**src/rtl/mdu_pkg.sv**
```systemverilog
// Shared definitions for the sequential multiply/divide unit: op codes,
// FSM state encoding and iteration count.
package mdu_pkg;

    localparam logic [1:0] OP_MULTU = 2'b00;
    localparam logic [1:0] OP_MULT  = 2'b01;
    localparam logic [1:0] OP_DIVU  = 2'b10;
    localparam logic [1:0] OP_DIV   = 2'b11;

    localparam int ITER = 32;

    typedef enum logic [1:0] {
        IDLE = 2'b00,
        CALC = 2'b01,
        SIGN = 2'b10,
        DONE = 2'b11
    } state_t;

    // Bit 1 selects divide and bit 0 selects signed arithmetic.
    function automatic logic is_div(input logic [1:0] op);
        return op[1];
    endfunction

    function automatic logic is_signed(input logic [1:0] op);
        return op[0];
    endfunction

endpackage

```
**src/rtl/mdu_sign_adj.sv**
```systemverilog
// Combinational conditional two's-complement negate. When the input is a
// negative signed value, this produces its magnitude; it also applies the
// result sign.
module mdu_sign_adj
    import mdu_pkg::*;
#(
    parameter int WIDTH = 32
) (
    input  logic [WIDTH-1:0] value,
    input  logic             negate,
    output logic [WIDTH-1:0] result
);

    // The most negative value maps onto itself. Read as unsigned, that is its magnitude.
    assign result = negate ? (~value + WIDTH'(1)) : value;

endmodule

```
**src/rtl/mdu_secuencial.sv**
```systemverilog
// Sequential MULT/MULTU/DIV/DIVU unit. It iterates on operand magnitudes over
// ITER cycles, applies the sign in one more cycle, and then holds HI/LO.
module mdu_secuencial
    import mdu_pkg::*;
#(
    parameter int WIDTH = 32
) (
    input  logic             clk,
    input  logic             rst,
    input  logic             start,
    input  logic [1:0]       op,
    input  logic [WIDTH-1:0] operand_a,
    input  logic [WIDTH-1:0] operand_b,
    output logic             busy,
    output logic             done,
    output logic [WIDTH-1:0] hi,
    output logic [WIDTH-1:0] lo,
    output logic             div_by_zero
);

    localparam int CNT_W = $clog2(ITER);

    state_t              state_reg;
    logic [1:0]          op_reg;
    logic [WIDTH-1:0]    addend_reg;
    logic [2*WIDTH-1:0]  acc_reg;
    logic [CNT_W-1:0]    cnt_reg;
    logic                neg_res_reg;
    logic                neg_rem_reg;
    logic                busy_reg;
    logic                done_reg;
    logic [WIDTH-1:0]    hi_reg;
    logic [WIDTH-1:0]    lo_reg;
    logic                dbz_reg;

    // Operand magnitudes are taken at latch time.
    logic [WIDTH-1:0] opnd [2];
    logic [WIDTH-1:0] mag  [2];
    logic             opnd_neg [2];

    assign opnd[0] = operand_a;
    assign opnd[1] = operand_b;

    generate
        for (genvar gi = 0; gi < 2; gi++) begin : g_abs
            assign opnd_neg[gi] = is_signed(op) & opnd[gi][WIDTH-1];
            mdu_sign_adj #(.WIDTH(WIDTH)) u_abs (
                .value  (opnd[gi]),
                .negate (opnd_neg[gi]),
                .result (mag[gi])
            );
        end
    endgenerate

    // Multiply step: add the addend into the upper half on lsb=1, then shift right.
    logic [WIDTH:0]     mul_sum;
    logic [2*WIDTH-1:0] mul_next;
    assign mul_sum  = {1'b0, acc_reg[2*WIDTH-1:WIDTH]}
                    + {1'b0, (acc_reg[0] ? addend_reg : {WIDTH{1'b0}})};
    assign mul_next = {mul_sum, acc_reg[WIDTH-1:1]};

    // Restoring divide step: the upper half holds the remainder, the lower half shifts dividend out and quotient in.
    logic [WIDTH:0]     div_shifted;
    logic [WIDTH+1:0]   div_diff;
    logic               div_fits;
    logic [WIDTH-1:0]   div_rem;
    logic [2*WIDTH-1:0] div_next;
    assign div_shifted = {acc_reg[2*WIDTH-1:WIDTH], acc_reg[WIDTH-1]};
    assign div_diff    = {1'b0, div_shifted} - {2'b00, addend_reg};
    assign div_fits    = ~div_diff[WIDTH+1];
    assign div_rem     = div_fits ? div_diff[WIDTH-1:0] : div_shifted[WIDTH-1:0];
    assign div_next    = {div_rem, acc_reg[WIDTH-2:0], div_fits};

    logic [2*WIDTH-1:0] acc_next;
    assign acc_next = is_div(op_reg) ? div_next : mul_next;

    // Sign application for the SIGN cycle.
    logic [2*WIDTH-1:0] prod_adj;
    logic [WIDTH-1:0]   quo_adj;
    logic [WIDTH-1:0]   rem_adj;

    mdu_sign_adj #(.WIDTH(2*WIDTH)) u_prod_adj (
        .value  (acc_reg),
        .negate (neg_res_reg),
        .result (prod_adj)
    );

    mdu_sign_adj #(.WIDTH(WIDTH)) u_quo_adj (
        .value  (acc_reg[WIDTH-1:0]),
        .negate (neg_res_reg),
        .result (quo_adj)
    );

    mdu_sign_adj #(.WIDTH(WIDTH)) u_rem_adj (
        .value  (acc_reg[2*WIDTH-1:WIDTH]),
        .negate (neg_rem_reg),
        .result (rem_adj)
    );

    always_ff @(posedge clk) begin
        if (rst) begin
            state_reg   <= IDLE;
            op_reg      <= OP_MULTU;
            addend_reg  <= '0;
            acc_reg     <= '0;
            cnt_reg     <= '0;
            neg_res_reg <= 1'b0;
            neg_rem_reg <= 1'b0;
            busy_reg    <= 1'b0;
            done_reg    <= 1'b0;
            hi_reg      <= '0;
            lo_reg      <= '0;
            dbz_reg     <= 1'b0;
        end else begin
            case (state_reg)
                IDLE: begin
                    done_reg <= 1'b0;
                    if (start) begin
                        op_reg   <= op;
                        busy_reg <= 1'b1;
                        cnt_reg  <= '0;
                        if (is_div(op) && operand_b == '0) begin
                            hi_reg    <= operand_a;
                            lo_reg    <= '1;
                            dbz_reg   <= 1'b1;
                            done_reg  <= 1'b1;
                            state_reg <= DONE;
                        end else begin
                            addend_reg  <= is_div(op) ? mag[1] : mag[0];
                            acc_reg     <= {{WIDTH{1'b0}}, (is_div(op) ? mag[0] : mag[1])};
                            neg_res_reg <= opnd_neg[0] ^ opnd_neg[1];
                            neg_rem_reg <= is_div(op) & opnd_neg[0];
                            state_reg   <= CALC;
                        end
                    end
                end
                CALC: begin
                    acc_reg <= acc_next;
                    cnt_reg <= cnt_reg + CNT_W'(1);
                    if (cnt_reg == CNT_W'(ITER - 1)) begin
                        state_reg <= SIGN;
                    end
                end
                SIGN: begin
                    if (is_div(op_reg)) begin
                        hi_reg <= rem_adj;
                        lo_reg <= quo_adj;
                    end else begin
                        hi_reg <= prod_adj[2*WIDTH-1:WIDTH];
                        lo_reg <= prod_adj[WIDTH-1:0];
                    end
                    dbz_reg   <= 1'b0;
                    done_reg  <= 1'b1;
                    state_reg <= DONE;
                end
                DONE: begin
                    done_reg  <= 1'b0;
                    busy_reg  <= 1'b0;
                    cnt_reg   <= '0;
                    state_reg <= IDLE;
                end
                default: state_reg <= IDLE;
            endcase
        end
    end

    assign busy        = busy_reg;
    assign done        = done_reg;
    assign hi          = hi_reg;
    assign lo          = lo_reg;
    assign div_by_zero = dbz_reg;

endmodule
```
**config.mk**
```make
export PLATFORM = sky130hd
export DESIGN_NAME = mdu_secuencial
export DESIGN_NICKNAME = d
export VERILOG_FILES = /design/src/rtl/mdu_pkg.sv /design/src/rtl/mdu_sign_adj.sv /design/src/rtl/mdu_secuencial.sv
export SDC_FILE = /design/constraint.sdc
export NUM_CORES = 1
export LEC_CHECK = 0
export BUFFER_PORTS_ARGS = -buffer_cell sky130_fd_sc_hd__buf_2
export CAP_MARGIN = 20
export CORE_UTILIZATION = 35
export CTS_CLUSTER_SIZE = 40
export DETAILED_ROUTE_END_ITERATION = 6
export GPL_TIMING_DRIVEN = 0
export REMOVE_ABC_BUFFERS = 1
export SYNTH_ARGS = -nofsm -noshare
export SYNTH_HDL_FRONTEND = slang
export SYNTH_HIERARCHICAL = 1
export SYNTH_SLANG_ARGS = --single-unit
```
**constraint.sdc**
```tcl
create_clock -name clk -period 4.4 [get_ports clk]
set_input_delay 0.88 -clock clk [delete_from_list [all_inputs] [get_ports clk]]
set_output_delay 0.88 -clock clk [all_outputs]
set_load 0.01 [all_outputs]
```
==> key figures, run 1 <==
Status
  – Status: completed

Clock network
  – Clock Sinks: 173
  – CTS tree: done
  – Reg clk slew, reported paths: around 70 ps
  – Total CTS buffers: 17
  – Clk buf depth: 2
  – Hold Buf Count CTS: 0
  – Clock latency on the worst-skew pair: 470 ps
  – H-Tree Depth: 4
  – CTS Root Buffer Type: clkbuf_16

Detailed routing
  – Final ANT Viol Nets: 0
  – 1st-iter DRT viols: 1664
  – Via count: about 17000
  – Drt total wl: 56.9 mm
  – Routed vias/inst: 5.86
  – Residual DRC: 0
  – TritonRoute pass-1 iters: 7
  – WL/cell: 19.4 um

Critical path
  – Crit path launch type: input pin
  – R2R Setup Slk: between 300 and 400 ps
  – Critical Path Fanout Max: 88
  – Worst Reg-to-Reg Cells: 13
  – CP required: 4810 ps
  – Critical Path Source: op[1]
  – Worst Path Arrival: 4600 ps
  – Crit. End Element: register
  – FF-to-FF Start: acc_reg[0]
  – Reg2reg end: acc_reg[61]
  – Critical path endpoint: acc_reg[62]
  – Setup Crit Path Kind: input pin to register

Global routing
  – Largest net degree at the start of global routing: 111
  – Met3 Usage GRT: 0.0370
  – Most Crowded Layer GR: met2
  – Total congestion overflow: 0
  – Initial antenna violation count: 2
  – Total GRT Usage: 0.222
  – Met1 global-route usage: 0.323
  – Met2 usage: 0.334
  – Vias in the first global route: around 16000
  – First-pass GRT wire length: 89.3 mm

Yosys
  – Synth area leaders: dfxtp_1 (20%), xnor2_1 (11%), mux2i_1 (7.7%)
  – Biggest area consumer among synthesized cells: dfxtp_1
  – Ys Warns: 6
  – Area of the mapped netlist: between 0.015 and 0.02 sq mm
  – Syn Area/Cell: 7.82 sq um
  – Post-synthesis cell type count: 89
  – #FFs+latches synth: 173
  – Synthesized instance count: 2226
  – Yosys top cell area share: 0.199
  – Asr flop ratio synth: 0
  – Main synth FF type: dfxtp_1
  – Sequential area share after synthesis: 0.199
  – Number of flops mapped to enable cells by yosys: 0

Timing
  – Fin. max-slew vios: 0
  – Relative slew slack: 0.334
  – Crit share post-route: 0.950
  – Post-route minimum period: 4180 ps
  – Unrepaired setup endpoints after global routing: false
  – Setup ws final: 218 ps
  – Worst Skew: 14.8 ps
  – Top achievable clock speed: 0.239 GHz
  – Sum Neg Setup Slack: 0 ps
  – Final Hold Viols: 0
  – Slew @ Worst Pin: 991 ps
  – Setup Viol. Count Final: 0

Layout
  – Max reg flops: 64
  – Final net count: around 2400
  – Finished Core Util: 0.398
  – Multi-input logic area: 0.0132 sq mm
  – Area growth, synth to finish: 11.8%
  – Layout cells sized above 1: 0.128
  – Register Area: around 0.0035 sq mm
  – Commonest non-fill, non-tap cells in the layout: nand2_1 (226), xnor2_1 (209), nor2_1 (173), dfxtp_1 (171), a21oi_1 (158)
  – Design area: approximately 0.019 sq mm
  – Fillers: 5066
  – Leading cell type in the layout, fill and taps excluded: nand2_1

Power and ir drop
  – Lkg Pwr: 7.14 nW
  – P per Cell Area: roughly 490 mW/mm^2
  – Worst vdd ir: 0.429 mV

Floorplan
  – Cell Rows: 81
  – Die Height: about 230 um
  – Initial Util: 0.356
  – Die ar.: 0.0506 sq mm
  – Chip width: 225 um
  – Ports: about 140
  – Core ar.: 0.0490 sq mm

Min path
  – Hold/Removal Path Class: register to register

Placed design
  – Post-place instance area: 0.0187 sq mm
  – Dpl ws: -707 ps
  – GP Congestion: 0.922
  – HPWL after DPL: 42.8 mm
  – Number of port buffers: 135

Job
  – Max_cap viols: 0
[layout make-up]
type,instances,share of cell area
Clock buffer,18,0.0226
Multi-Input combinational cell,1843,0.678
Sequential cell,173,0.178
Clock inverter,14,0.00932
Tap cell,664,0.0427
Timing Repair Buffer,152,0.0560
Antenna cell,3,0.000386
Inverter,69,0.0133
[how the worst min path moves through the flow]
stage | start | end | cells past startpoint
floorplan | cnt_reg[4] | cnt_reg[4] | 2
global placement | hi[2] | hi[2] | 2
detailed placement | hi[26] | hi[26] | 2
CTS | hi[9] | hi[9] | 2
global route | hi[5] | hi[5] | 2
finish | hi[2] | hi[2] | 2
[where the power goes]
part | total, mW | internal [mW] | switching, mW
logic | 5.45 | 2.04 | 3.41
registers | 2.50 | 1.88 | 0.617
clock network | 1.67 | 0.920 | 0.754
total | 9.62 | 4.84 | 4.78
[kinds of logic after synthesis]
kind of cell,count (synthesis),share of synthesized area
AOI/OAI and AO/OA,699,0.284
DFF,173,0.199
buffers and inverters,212,0.0492
xor gates and xnor gates,234,0.118
adders and majority gates,79,0.0576
and+or+nand+nor,694,0.215
muxes,135,0.0777
[routing by layer]
metal,up-vias,share of wire,wire length (um)
li1,8295,-,-
met1,8208,0.47,27000
met2,626,0.43,24500
met3,62,0.076,4300
met4,0,0.018,1020
met5,-,0,0
[critical path: stages]
cell and delay [ps]:
buf_4 180, buf_16 310, nor4b_2 260, nand4_1 130
nor3_2 610, nor2_4 260, a21oi_4 440, buf_12 270
nor2b_4 620, a222oi_1 240, o31ai_1 120, or3_1 140
[through the flow]
stage / hold WS [ps] / std cells / total power, mW
after floorplan: 430 / 2083 / 6.22
after global placement: 440 / 2882 / 7.70
after detailed placement: 442 / 2895 / 7.80
after CTS: 453 / 2928 / 9.51
after global routing: 468 / 2935 / 10.3
final: 450 / 2936 / 9.62
[what timing repair did]
item / in CTS / in global routing
cloned: 1 / 1
gates resized for setup: 0 / 3
endpoints found under the setup margin: 6 / 35
pin swaps: 0 / 0
setup buffers: 0 / 1
[Yosys cell counts (13+ instances only)]
| library cell | instances |
|---|---|
| a211oi_1 | 106 |
| a21o_1 | 31 |
| a21oi_1 | 160 |
| a311oi_1 | 32 |
| and2_1 | 35 |
| buf_1 | 17 |
| buf_2 | 13 |
| clkbuf_1 | 104 |
| dfxtp_1 | 173 |
| ha_1 | 77 |
| inv_1 | 68 |
| mux2i_1 | 134 |
| nand2_1 | 226 |
| nand2b_1 | 20 |
| nand3_1 | 30 |
| nand4_1 | 22 |
| nor2_1 | 174 |
| nor2b_1 | 46 |
| nor3_1 | 23 |
| nor4_1 | 17 |
| nor4_4 | 17 |
| o211ai_1 | 48 |
| o21ai_0 | 82 |
| o21ai_1 | 51 |
| o31ai_1 | 59 |
| o41ai_1 | 30 |
| o41ai_2 | 20 |
| or3_1 | 14 |
| xnor2_1 | 209 |
| xor2_1 | 25 |
No activity file was read; power rests on OpenSTA's default activity.
==> inputs of run 2 (changes only) <==
--- a/config.mk
+++ b/config.mk
@@ -7,6 +7,7 @@
 export LEC_CHECK = 0
 export BUFFER_PORTS_ARGS = -buffer_cell sky130_fd_sc_hd__buf_2
 export CAP_MARGIN = 20
+export CORE_ASPECT_RATIO = 2
 export CORE_UTILIZATION = 35
 export CTS_CLUSTER_SIZE = 40
 export DETAILED_ROUTE_END_ITERATION = 6
==> run 2 against run 1 <==
Effect of this change:
- clock power is 2% lower
- global-route usage is 2.5 points higher
- setup slack improved by 52 ps
- flip-flop and latch count stayed put
- die area rose by 0.10%
- wire length grew 12%
- critical path depth down 1
==> key figures, run 2 (synthesized netlist as in run 1, its figures left out) <==
Clock network
  – H-Tree Depth: 4 (unchanged)
  – Clock Sinks: 173 (unchanged)
  – Reg clk slew, reported paths: 80 ps (was 70 ps)
  – Clk buf depth: 2 (unchanged)
  – Total CTS buffers: 17 (unchanged)
  – CTS Root Buffer Type: clkbuf_16 (unchanged)
  – CTS tree: done (unchanged)
  – Clock latency on the worst-skew pair: 480 ps (was 470 ps)

Detailed routing
  – WL/cell: 21.8 um (was 19.4 um)
  – Routed vias/inst: 5.91 (was 5.86)
  – Final ANT Viol Nets: 0 (unchanged)
  – Residual DRC: 0 (unchanged)
  – 1st-iter DRT viols: 1011 (was 1664)
  – Drt total wl: 63.7 mm (was 56.9 mm)
  – Via count: 17200 (about the same)
  – TritonRoute pass-1 iters: 5 (was 7)

Floorplan
  – Initial Util: 0.355 (was 0.356)
  – Core ar.: 0.0491 sq mm (was 0.0490 sq mm)
  – Die Height: 317 um (was 225 um)
  – Ports: 136 (unchanged)
  – Cell Rows: 115 (was 81)
  – Chip width: 160 um (was 225 um)
  – Die ar.: 0.0507 sq mm (was 0.0506 sq mm)

Critical path
  – Worst Path Arrival: 4530 ps (was 4600 ps)
  – Crit path max-delay family: simple AND/OR/NAND/NOR gates (unchanged)
  – Worst path bufs/invs: 3 (unchanged)
  – Critical Path Fanout Max: 84 (was 88)
  – Crit-path cells: buf_4, buf_16, nor4b_2, nand4_1, nor3_2, nor2_4, a21oi_4, nor2b_4, buf_16, a21oi_1, a211oi_2 (was buf_4, buf_16, nor4b_2, nand4_1, nor3_2, nor2_4, a21oi_4, buf_12, nor2b_4, a222oi_1, o31ai_1, or3_1)
  – CP required: 4800 ps (was 4810 ps)
  – Critical Path Most Common Cell: buf_16
  – Crit. End Element: register (unchanged)
  – Crit path launch type: input pin (unchanged)
  – Slowest library cell on the worst path: nor3_2 (was nor2b_4)
  – CP max stage delay: 680 ps (was 620 ps)
  – Setup Crit Path Kind: input pin to register (unchanged)

Global routing
  – Largest net degree at the start of global routing: 85 (was 111)
  – First-pass GRT wire length: 96.8 mm (was 89.3 mm)
  – Vias in the first global route: 17100 (was 15500)
  – Initial antenna violation count: 10 (was 2)
  – Total GRT Usage: 0.247 (was 0.222)
  – Total congestion overflow: 0 (unchanged)

Job
  – Max_cap viols: 0 (unchanged)

Power and ir drop
  – Lkg Pwr: 7.16 nW (was 7.14 nW)
  – Worst vdd ir: 0.344 mV (was 0.429 mV)
  – P per Cell Area: 499 mW/mm^2 (was 494 mW/mm^2)

Placed design
  – Number of port buffers: 135 (unchanged)
  – HPWL after DPL: 49.3 mm (was 42.8 mm)
  – GP Congestion: 0.941 (was 0.922)

Timing
  – Relative slew slack: 0.242 (was 0.334)
  – Unrepaired setup endpoints after global routing: false (unchanged)
  – Slew @ Worst Pin: 1130 ps (was 991 ps)
  – Fin. max-slew vios: 0 (unchanged)
  – Post-route minimum period: 4130 ps (was 4180 ps)
  – Crit share post-route: 0.939 (was 0.950)
  – Sum Neg Setup Slack: 0 ps (unchanged)
  – Final Hold Viols: 0 (unchanged)
  – Setup Viol. Count Final: 0 (unchanged)
  – Top achievable clock speed: 0.242 GHz (was 0.239 GHz)
  – Worst Skew: 14.6 ps (was 14.8 ps)

Status
  – Status: completed (unchanged)

Layout
  – Final net count: 2406 (was 2404)
  – Layout cells sized above 1: 0.129 (was 0.128)
  – Leading cell type in the layout, fill and taps excluded: nand2_1 (unchanged)
  – Finished Core Util: 0.397 (was 0.398)
  – Max reg flops: 64 (unchanged)
  – Area growth, synth to finish: 11.8% (about the same)
  – Commonest non-fill, non-tap cells in the layout: nand2_1 (226), xnor2_1 (209), nor2_1 (173), dfxtp_1 (170), a21oi_1 (158) (was nand2_1 (226), xnor2_1 (209), nor2_1 (173), dfxtp_1 (171), a21oi_1 (158))

Min path
  – Hold/Removal Path Class: register to register (unchanged)
==> run 2: routing by layer <==
layer | global-route usage | share of wire | vias to the layer above
met5 | 0 | 0.00060 | -
met4 | 0.189 | 0.074 | 6
met3 | 0.0277 | 0.036 | 188
met2 | 0.473 | 0.53 | 516
met1 | 0.242 | 0.36 | 8240
li1 | - | - | 8291
==> run 2: area by class of cell <==
class | count | area (sq um)
clock buffer | 18 | 439
sequential | 173 | 3470
clock inverter | 14 | 153
inverter | 69 | 259
timing repair buffer | 155 | 1130
fill | 5012 | 29600
tap | 643 | 805
multi-input combinational | 1842 | 13200
antenna | 4 | 10.0
==> run 2: timing repair <==
item | CTS | global route
resized for setup | 2 | 1
hold buffers | 0 | 0
buffers inserted | 2 | 0
setup endpoints to repair | 6 | 6
gates cloned | 0 | 1
pin swaps | 0 | 0
==> run 2: power by group <==
group / internal (mW) / total (mW) / leakage (nW) / switching, mW
logic: 2.05 / 5.58 / 5.46 / 3.54
clock network: 0.861 / 1.63 / 0.292 / 0.770
registers: 1.88 / 2.50 / 1.41 / 0.619
==> run 2: through the flow <==
step	cell area, sq um	setup slack (ps)	cells	total power, mW	hold WS, ps
final	19500	270	2918	9.72	450
after global routing	19400	15.6	2916	10.3	476
after CTS	19400	19.6	2911	9.65	454
after detailed placement	18700	-774	2877	7.97	444
after global placement	18300	-7090	2861	7.89	440
after floorplan	16800	-2390	2083	6.22	430
==> run 2: final timing paths <==
| path | start | end | slack (ps) | cells after the start |
|---|---|---|---|---|
| min reg2reg | hi[17] | hi[17] | 450 | 2 |
| max | op[1] | acc_reg[60] | 270 | 11 |
| min | hi[17] | hi[17] | 450 | 2 |
| max reg2reg | acc_reg[0] | acc_reg[61] | 370 | 13 |
==> run 2: tightest hold or removal path: stages, from the launching register on <==
cell     delay, ps
dfxtp_1        310
nand2_1         50
a21oi_1         50
